--- config.mk ---
export PLATFORM = sky130hd
export DESIGN_NAME = e203_subsys_rst_seq_ctrl
export DESIGN_NICKNAME = d
export VERILOG_FILES = /design/src/rtl/e203_subsys_rst_pkg.sv /design/src/rtl/e203_subsys_rst_seq_sync.sv /design/src/rtl/e203_subsys_rst_seq_ctrl.sv
export SDC_FILE = /design/constraint.sdc
export NUM_CORES = 1
export LEC_CHECK = 0
export BUFFER_PORTS_ARGS = -buffer_cell sky130_fd_sc_hd__clkbuf_2
export CAP_MARGIN = 30
export CELL_PAD_IN_SITES_DETAIL_PLACEMENT = 0
export CELL_PAD_IN_SITES_GLOBAL_PLACEMENT = 1
export CORE_AREA = 2 2 63 50
export DETAILED_ROUTE_END_ITERATION = 16
export DIE_AREA = 0 0 65 52
export PLACE_DENSITY = 0.76
export SYNTH_ARGS = -nofsm -noshare
export SYNTH_HDL_FRONTEND = slang
export SYNTH_HIERARCHICAL = 1
export SYNTH_SLANG_ARGS = --single-unit
--- constraint.sdc ---
create_clock -name clk -period 0.8 [get_ports clk]
set_input_delay 0.08 -clock clk [delete_from_list [all_inputs] [get_ports clk]]
set_output_delay 0.08 -clock clk [all_outputs]
set_load 0.03 [all_outputs]
--- src/rtl/e203_subsys_rst_pkg.sv ---
// Shared types and constants for the subsystem reset sequencer.
//   rst_state_e   : sequencer FSM states
//   RST_CAUSE_*   : encodings of the last reset cause
//   cnt_width()   : width of the hold/gap cycle counter
package e203_subsys_rst_pkg;

  typedef enum logic [2:0] {
    S_POR_HOLD = 3'd0,
    S_RELEASE  = 3'd1,
    S_RUN      = 3'd2,
    S_ASSERT   = 3'd3,
    S_HOLD     = 3'd4
  } rst_state_e;

  localparam logic [1:0] RST_CAUSE_POR = 2'b00;
  localparam logic [1:0] RST_CAUSE_SW  = 2'b01;
  localparam logic [1:0] RST_CAUSE_WDG = 2'b10;

  // Counter must reach max(hold, gap) - 1; one spare bit keeps headroom.
  function automatic int unsigned cnt_width(input int unsigned hold_cyc,
                                            input int unsigned gap_cyc);
    int unsigned mx;
    mx = (hold_cyc > gap_cyc) ? hold_cyc : gap_cyc;
    return $clog2(mx) + 1;
  endfunction

endpackage

--- src/rtl/e203_subsys_rst_seq_sync.sv ---
// Internal reset generator for the sequencer: asynchronous assert,
// two-flop synchronised deassert. In test_mode the raw rst_n_a is passed
// through so the whole block is directly controllable from the pin.
// Ports:
//   clk, rst_n_a  : clock and async active-low reset
//   test_mode     : 1 selects rst_n_a as the internal reset
//   rst_n_sync_c  : internal active-low reset (combinational mux output)
module e203_subsys_rst_seq_sync (
  input  logic clk,
  input  logic rst_n_a,
  input  logic test_mode,
  output logic rst_n_sync_c
);

  logic [1:0] sync_q;

  // Two-stage synchroniser, cleared asynchronously.
  always_ff @(posedge clk or negedge rst_n_a) begin
    if (!rst_n_a) begin
      sync_q <= 2'b00;
    end else begin
      sync_q <= {sync_q[0], 1'b1};
    end
  end

  assign rst_n_sync_c = test_mode ? rst_n_a : sync_q[1];

endmodule

--- src/rtl/e203_subsys_rst_seq_ctrl.sv ---
// Subsystem reset sequencer. After a power-on hold, releases NUM_DOM reset
// domains in order (domain 0 first) spaced GAP_CYC cycles apart. A software
// or watchdog request while running asserts domains in reverse order, holds
// all of them for HOLD_CYC cycles, then re-releases in order.
// Optional feature macro: E203_SUBSYS_RST_CAUSE_EN adds the rst_cause port
// with a sticky record of the last reset cause.
// Ports:
//   clk, rst_n_a  : clock and async active-low reset
//   test_mode     : 1 drives every dom_rst_n straight from rst_n_a
//   sw_rst_req    : software reset request (level, honoured in S_RUN only)
//   wdg_rst_req   : watchdog reset request (level, honoured in S_RUN only)
//   dom_rst_n     : per-domain active-low resets
//   rst_busy      : 1 whenever the sequencer is not in S_RUN
//   rst_done      : one-cycle pulse on release of the last domain
//   rst_cause     : last reset cause (POR/SW/WDG), macro-enabled only
module e203_subsys_rst_seq_ctrl
  import e203_subsys_rst_pkg::*;
#(
  parameter int unsigned NUM_DOM  = 4,
  parameter int unsigned GAP_CYC  = 8,
  parameter int unsigned HOLD_CYC = 16
) (
  input  logic               clk,
  input  logic               rst_n_a,
  input  logic               test_mode,
  input  logic               sw_rst_req,
  input  logic               wdg_rst_req,
  output logic [NUM_DOM-1:0] dom_rst_n,
  output logic               rst_busy,
  output logic               rst_done
`ifdef E203_SUBSYS_RST_CAUSE_EN
  ,
  output logic [1:0]         rst_cause
`endif
);

  localparam int unsigned CNT_W = cnt_width(HOLD_CYC, GAP_CYC);
  localparam int unsigned IDX_W = $clog2(NUM_DOM);

  logic                rst_n_int;
  rst_state_e          state_q, state_d;
  logic [CNT_W-1:0]    cnt_q, cnt_d;
  logic [IDX_W-1:0]    idx_q, idx_d;
  logic [NUM_DOM-1:0]  dom_q, dom_d;
  logic                busy_q, busy_d;
  logic                done_q, done_d;
  logic [1:0]          cause_q, cause_d;

  e203_subsys_rst_seq_sync u_sync (
    .clk          (clk),
    .rst_n_a      (rst_n_a),
    .test_mode    (test_mode),
    .rst_n_sync_c (rst_n_int)
  );

  // State and output registers.
  always_ff @(posedge clk or negedge rst_n_int) begin
    if (!rst_n_int) begin
      state_q <= S_POR_HOLD;
      cnt_q   <= '0;
      idx_q   <= '0;
      dom_q   <= '0;
      busy_q  <= 1'b1;
      done_q  <= 1'b0;
      cause_q <= RST_CAUSE_POR;
    end else begin
      state_q <= state_d;
      cnt_q   <= cnt_d;
      idx_q   <= idx_d;
      dom_q   <= dom_d;
      busy_q  <= busy_d;
      done_q  <= done_d;
      cause_q <= cause_d;
    end
  end

  // Next-state and next-output logic.
  always_comb begin
    state_d = state_q;
    cnt_d   = cnt_q;
    idx_d   = idx_q;
    dom_d   = dom_q;
    done_d  = 1'b0;
    cause_d = cause_q;

    unique case (state_q)
      S_POR_HOLD, S_HOLD: begin
        if (cnt_q == CNT_W'(HOLD_CYC - 1)) begin
          state_d = S_RELEASE;
          cnt_d   = '0;
          idx_d   = '0;
        end else begin
          cnt_d = cnt_q + CNT_W'(1);
        end
      end

      S_RELEASE: begin
        if (cnt_q == CNT_W'(GAP_CYC - 1)) begin
          dom_d[idx_q] = 1'b1;
          cnt_d        = '0;
          // The last index is not advanced so idx never wraps.
          if (idx_q == IDX_W'(NUM_DOM - 1)) begin
            state_d = S_RUN;
            done_d  = 1'b1;
          end else begin
            idx_d = idx_q + IDX_W'(1);
          end
        end else begin
          cnt_d = cnt_q + CNT_W'(1);
        end
      end

      S_RUN: begin
        if (sw_rst_req || wdg_rst_req) begin
          state_d = S_ASSERT;
          idx_d   = IDX_W'(NUM_DOM - 1);
          cause_d = wdg_rst_req ? RST_CAUSE_WDG : RST_CAUSE_SW;
        end
      end

      S_ASSERT: begin
        // Reverse order: highest domain goes back into reset first.
        dom_d[idx_q] = 1'b0;
        if (idx_q == '0) begin
          state_d = S_HOLD;
          cnt_d   = '0;
        end else begin
          idx_d = idx_q - IDX_W'(1);
        end
      end

      default: begin
        state_d = S_POR_HOLD;
        cnt_d   = '0;
        idx_d   = '0;
        dom_d   = '0;
      end
    endcase

    busy_d = (state_d != S_RUN);
  end

  // DFT bypass: domain resets follow the pin with no clock dependency.
  assign dom_rst_n = test_mode ? {NUM_DOM{rst_n_a}} : dom_q;
  assign rst_busy  = busy_q;
  assign rst_done  = done_q;

`ifdef E203_SUBSYS_RST_CAUSE_EN
  assign rst_cause = cause_q;
`else
  logic unused_cause;
  assign unused_cause = ^cause_q;
`endif

endmodule
# Yosys cells after proc, flatten, opt, wreduce, memory -nomap -nowiden
# Index checks and enable logic that the tools add are counted.
# Widths: inputs -> output; s select.
[word_totals] regBits=18 output_inout_bits=6 elab_cells=65
[classes] n_eq_ne=14 n_bitwise=5 n_lt_le_gt_ge=2 mux=25 n_reduce_logical=9 add_sub_neg=3
[ops] op="$pmux 5 s4" n=1
[ops] op="$mux 3" n=5
[ops] op="$mux 5" n=3
[ops] op="$ne 2x2->1 const B" n=6
[ops] op="$pmux 3 s4" n=1
[ops] op="$pmux 4 s3" n=1
[ops] op="$mux 2" n=5
[ops] op="$mux 4" n=2
[ops] op="$pmux 2 s4" n=1
[ops] op="$eq 3x2->1 const B" n=2
[ops] op="$add 5x1->5 const B" n=1
[ops] op="$eq 5x3->1 const B" n=1
[ops] op="$eq 5x4->1 const B" n=1
[ops] op="$mux 1" n=5
[ops] op="$reduce_and 5->1" n=1
[ops] op="$and 4x4->4" n=1
[ops] op="$not 4->4" n=1
[ops] op="$or 4x4->4" n=1
[ops] op="$reduce_and 2->1" n=2
[ops] op="$eq 3x1->1 const B" n=1
[ops] op="$eq 3x3->1 const B" n=1
[ops] op="$logic_not 3->1" n=1
[ops] op="$lt 2x3->1 const B" n=1
[ops] op="$ne 3x2->1 const B" n=1
[ops] op="11 further kinds" n=12

# Logic depth before layout (Yosys ltp)
[depth] depth_word=7 depth_mapped=7 depth_no_buf=7

# Hierarchy
# The synthesis kept the hierarchy.
[by_module_without_submodules] module="e203_subsys_rst_seq_ctrl" area_per_inst_um2=953.4 n_inst=1 cells_per_inst=104
[by_module_without_submodules] module="e203_subsys_rst_seq_sync" area_per_inst_um2=68.8 n_inst=1 cells_per_inst=4

# Worst setup path before layout
# No wires, ideal clock.
[synth_path] path_kind="register to register" from="reg cnt_q[0]" to="reg idx_q[0]" setup_ps=79 synth_period_minus_slack_ps=1861 path_slack_ps=-1061 path_stages_with_launch=8 t_arrival_ps=1782 cell_sequence="dfrtp_1 -> ha_1 -> and3_2 -> ha_1 -> or3_1 -> o31ai_2 -> o21bai_4 -> mux2i_1"
[synth_via] elab_chain_cells=3 elab_cells_between_ends=5 classes_between="eq/ne: 4; reduce/logical: 1"
[synth_rtl] item="from (decl)" line_no="e203_subsys_rst_seq_ctrl.sv:42" source="logic [CNT_W-1:0] cnt_q, cnt_d;"
[synth_rtl] item="from (signal assigned)" line_no="e203_subsys_rst_seq_ctrl.sv:68" source="cnt_q <= cnt_d;"
[synth_rtl] item="$eq 5x3->1 or $eq 5x4->1 (tied branches)" line_no="e203_subsys_rst_seq_ctrl.sv:98, e203_subsys_rst_seq_ctrl.sv:88"
[synth_rtl] item="$ne 2x2->1 (no line)"
[synth_rtl] item="$reduce_and 5->1 (no line) (*)"
[synth_rtl] item="to (signal assigned)" line_no="e203_subsys_rst_seq_ctrl.sv:69" source="idx_q <= idx_d;"
[synth_rtl] item="to (decl)" line_no="e203_subsys_rst_seq_ctrl.sv:43" source="logic [IDX_W-1:0] idx_q, idx_d;"
# Mark *: on every way between the ends. The rest lies on a longest branch, timed or not.
# A chain may end at the register's enable or synchronous reset.

# Worst setup path after layout
[layout_path] from="reg cnt_q[1]" to="reg idx_q[0]"
# The elaborated chain is that of the path after synthesis.

==> results.sh <==
export IMPL_hp_class="in2async"
export IMPL_nets=167
export IMPL_ys_seq_elements=18
export IMPL_final_util_pct=59.81
export IMPL_synth_seq_area_share_pct=44.19
export IMPL_finalHoldViolations=0
export IMPL_fmax_mhz=556.8
export IMPL_gp_congestion=0.8266
export IMPL_wl_per_cell_um=14.62
export IMPL_grt_use_total_pct=18.41
export IMPL_layout_setup_ws_ns=-0.9959
export IMPL_cp_required_ns=0.98
export IMPL_clock_sinks=18
export IMPL_status="finished, violations left"
export IMPL_die_width_um=65
export IMPL_finalClockSkew_ns=0.004658
export IMPL_die_height_um=52
export IMPL_cts_reportedPaths_clkPinSlew_ns=0.07
export IMPL_crit_fanout=2
export IMPL_viasPerCell=5.214
export IMPL_internal_power_mw=3.567
export IMPL_routed_wl_um=2866
export IMPL_antenna_found_initial=0
export IMPL_fillCellCount=223
export IMPL_mostFrequentLayoutCells="34 x buf_4, 17 x dfrtp_1, 9 x nor2_1, 8 x clkbuf_8, 7 x inv_1"
export IMPL_drive_gt1_share_pct=50.00
export IMPL_failed_checks="setup timing"
export IMPL_dr_total_vias=1022
export IMPL_seqCellArea_um2=451.7
export IMPL_setup_violations=22
export IMPL_syn_to_final_growth_pct=63.04
export IMPL_ys_warnings_count=6
export IMPL_syn_area_um2=1022
export IMPL_io_pins=11
export IMPL_p_leak_nw=0.7549
export IMPL_comb_power_share_pct=61.2
export IMPL_seq_power_share_pct=25.8
export IMPL_power_share_clock_pct=13.0
export IMPL_power_density_nw_per_um2=3495
export IMPL_final_common_cell="buf_4"
export IMPL_stdcell_count=196
export IMPL_core_um2=2786
export IMPL_postRouteAntennaNets=0
export IMPL_final_max_slew_viol_count=0
export IMPL_cts_buffers=3
export IMPL_final_period_utilization_pct=224.5
export IMPL_end_kind="flop"
export IMPL_dpl_hpwl_um=1780
export IMPL_grt_max_degree=17
export IMPL_switching_share_pct=38.76
export IMPL_grt_overflow=0
export IMPL_initialDrtViolationCount=52
export IMPL_dieArea_um2=3380
export IMPL_first_pass_iters=4
export IMPL_row_count=17
export IMPL_clkLatencyLatePin_ns=0.25
export IMPL_synth_cell_types=38
export IMPL_start_util_pct=36.69
export IMPL_io_buffers=10
export IMPL_grt_pass1_vias=995
export IMPL_holdWs_ns=0.2811
export IMPL_clockBufferDepth=2
export IMPL_h_tree_depth=1
export IMPL_postSynthAreaPerCell_um2=9.465
export IMPL_rsz0062_at_grt="yes"
export IMPL_synthCells=108
export IMPL_cts_root_buf="clkbuf_8"
export IMPL_cts_tree="yes"
export IMPL_multiInputGateArea_um2=631.9
export IMPL_syn_num_nets=116
export IMPL_path_class="reg2reg"
export IMPL_grt_pass1_wl_um=4726
export IMPL_drv_cap=0
export IMPL_drcViolationCount=0
export IMPL_start_kind="flop"
export IMPL_dp_cells=179
export IMPL_power_switching_mw=2.258
export IMPL_ir_worst_vdd_uv=1387
export IMPL_diodes=0
export IMPL_fin_crit_ns=1.796
export IMPL_worstPathArrival_ns=1.98
[power by group through the flow]
stage	registers [mW]	logic [mW]	clock network [mW]
floorplan	1.52	1.73	0
global placement	1.47	2.77	0
detailed placement	1.48	2.82	0
CTS	1.47	3.21	0.778
global route	1.54	3.84	0.807
finish	1.50	3.56	0.759
[layout make-up]
type	count	area share, %
clock buffers	4	3.303
inverters	10	2.252
multi-input cells	76	37.91
flip-flops and latches	18	27.10
well taps	38	2.853
repair buffers	50	26.58
[critical path, stage by stage, from the launching register on]
cell and delay, ns:
dfrtp_1 0.40, ha_2 0.20, and3_4 0.16, ha_4 0.15, or3_4 0.38, o31ai_4 0.07
o21bai_4 0.17, mux2i_1 0.19
[through the flow]
step                power, mW  setup slack [ns]  TNS (ns)  instance area (µm²)
floorplan               3.244           -0.9607    -10.46                 1077
global placement        4.243           -0.9162    -12.19                 1370
detailed placement      4.293           -0.9450    -12.50                 1370
CTS                     5.463           -0.9745    -14.25                 1585
global route            6.195            -1.079    -16.38                 1667
finish                  5.825           -0.9959    -15.15                 1667
[path summary, 6_finish.rpt]
path	depth (start not counted)	start	endpoint	slack [ns]
worst min-delay path	3	rst_n_a	u_sync/sync_q[0]$_DFF_PN0_	0.28
worst max-delay path	7	cnt_q[1]$_DFFE_PN0P_	idx_q[0]$_DFFE_PN0P_	-1.0
worst max register to register	7	cnt_q[1]$_DFFE_PN0P_	idx_q[0]$_DFFE_PN0P_	-1.0
worst min register to register	2	u_sync/sync_q[1]$_DFF_PN0_	state_q[0]$_DFF_PN0_	0.31
min in group clk	5	sw_rst_req	idx_q[0]$_DFFE_PN0P_	0.34
max in group asynchronous	5	rst_n_a	cnt_q[1]$_DFFE_PN0P_	0.09
[Yosys cell counts]
cell type / instances / area [µm²]
xor2_1: 1 / 8.760
a21o_1: 1 / 7.510
dfstp_2: 1 / 26.28
a21oi_1: 5 / 25.02
a221o_1: 1 / 10.01
nor2_1: 9 / 33.78
nor3_1: 4 / 20.02
nand2b_2: 1 / 8.760
nand4b_1: 1 / 8.760
nor4_1: 1 / 6.260
nand2b_1: 4 / 25.02
nand4_1: 2 / 12.51
mux2_4: 1 / 15.01
o21ai_0: 7 / 35.03
nand3_1: 2 / 10.01
mux2_1: 1 / 11.26
a21boi_0: 1 / 7.510
or3_1: 1 / 6.260
and4bb_4: 1 / 16.27
nor2b_1: 1 / 6.260
dfrtp_1: 17 / 425.4
and3_2: 1 / 7.510
a31o_1: 1 / 8.760
conb_1: 1 / 3.750
o21ai_1: 6 / 30.03
nand2_1: 6 / 22.52
nor3b_2: 2 / 25.02
ha_1: 3 / 37.54
a32o_1: 1 / 10.01
a31oi_1: 1 / 6.260
o31ai_2: 1 / 12.51
o21bai_4: 1 / 18.77
o22ai_1: 2 / 12.51
a22o_1: 2 / 17.52
inv_1: 10 / 37.54
buf_2: 4 / 20.02
mux2i_1: 2 / 20.02
and3_1: 1 / 6.260
[per-layer routing]
| layer | GRT usage [%] | up-vias | part of all wire, % | routed length [µm] |
|---|---|---|---|---|
| met2 | 30.93 | 17 | 52 | 1494 |
| met3 | 2.165 | 2 | 1.7 | 49 |
| met5 | 0 | - | 0 | 0 |
| li1 | - | 482 | - | - |
| met4 | 6.738 | 0 | 0.73 | 21 |
| met1 | 24.59 | 521 | 45 | 1300 |
[logic make-up (layout without fill, tap and decap cells)]
logic type	Yosys count	in the layout	synth area share, %
XOR/XNOR	1	1	0.8569
flip-flops	18	18	44.19
AO/OA/AOI/OAI	30	30	19.71
multiplexers	4	4	4.528
buffers and inverters	14	64	5.631
adder cells (fa/ha/maj)	3	3	3.672
other	1	1	0.3668
AND/OR/NAND/NOR	37	37	21.05
[state kept, by name, indices dropped and copies added, names as in the netlist]
name,flops
dom_q,4
cnt_q,5
state_q,3
u_sync/sync_q,2
rst_done,1
rst_busy,1
idx_q,2
[repair_timing]
| item | in CTS | in global routing |
|---|---|---|
| hold endpoints to repair | 17 | 0 |
| hold buffers | 2 | 0 |
| resized for setup | 21 | 8 |
| setup buffers | 6 | 5 |
| pin swaps | 8 | 4 |
| setup endpoints to repair | 22 | 23 |
Note: power is estimated with default switching activity, not from simulation.
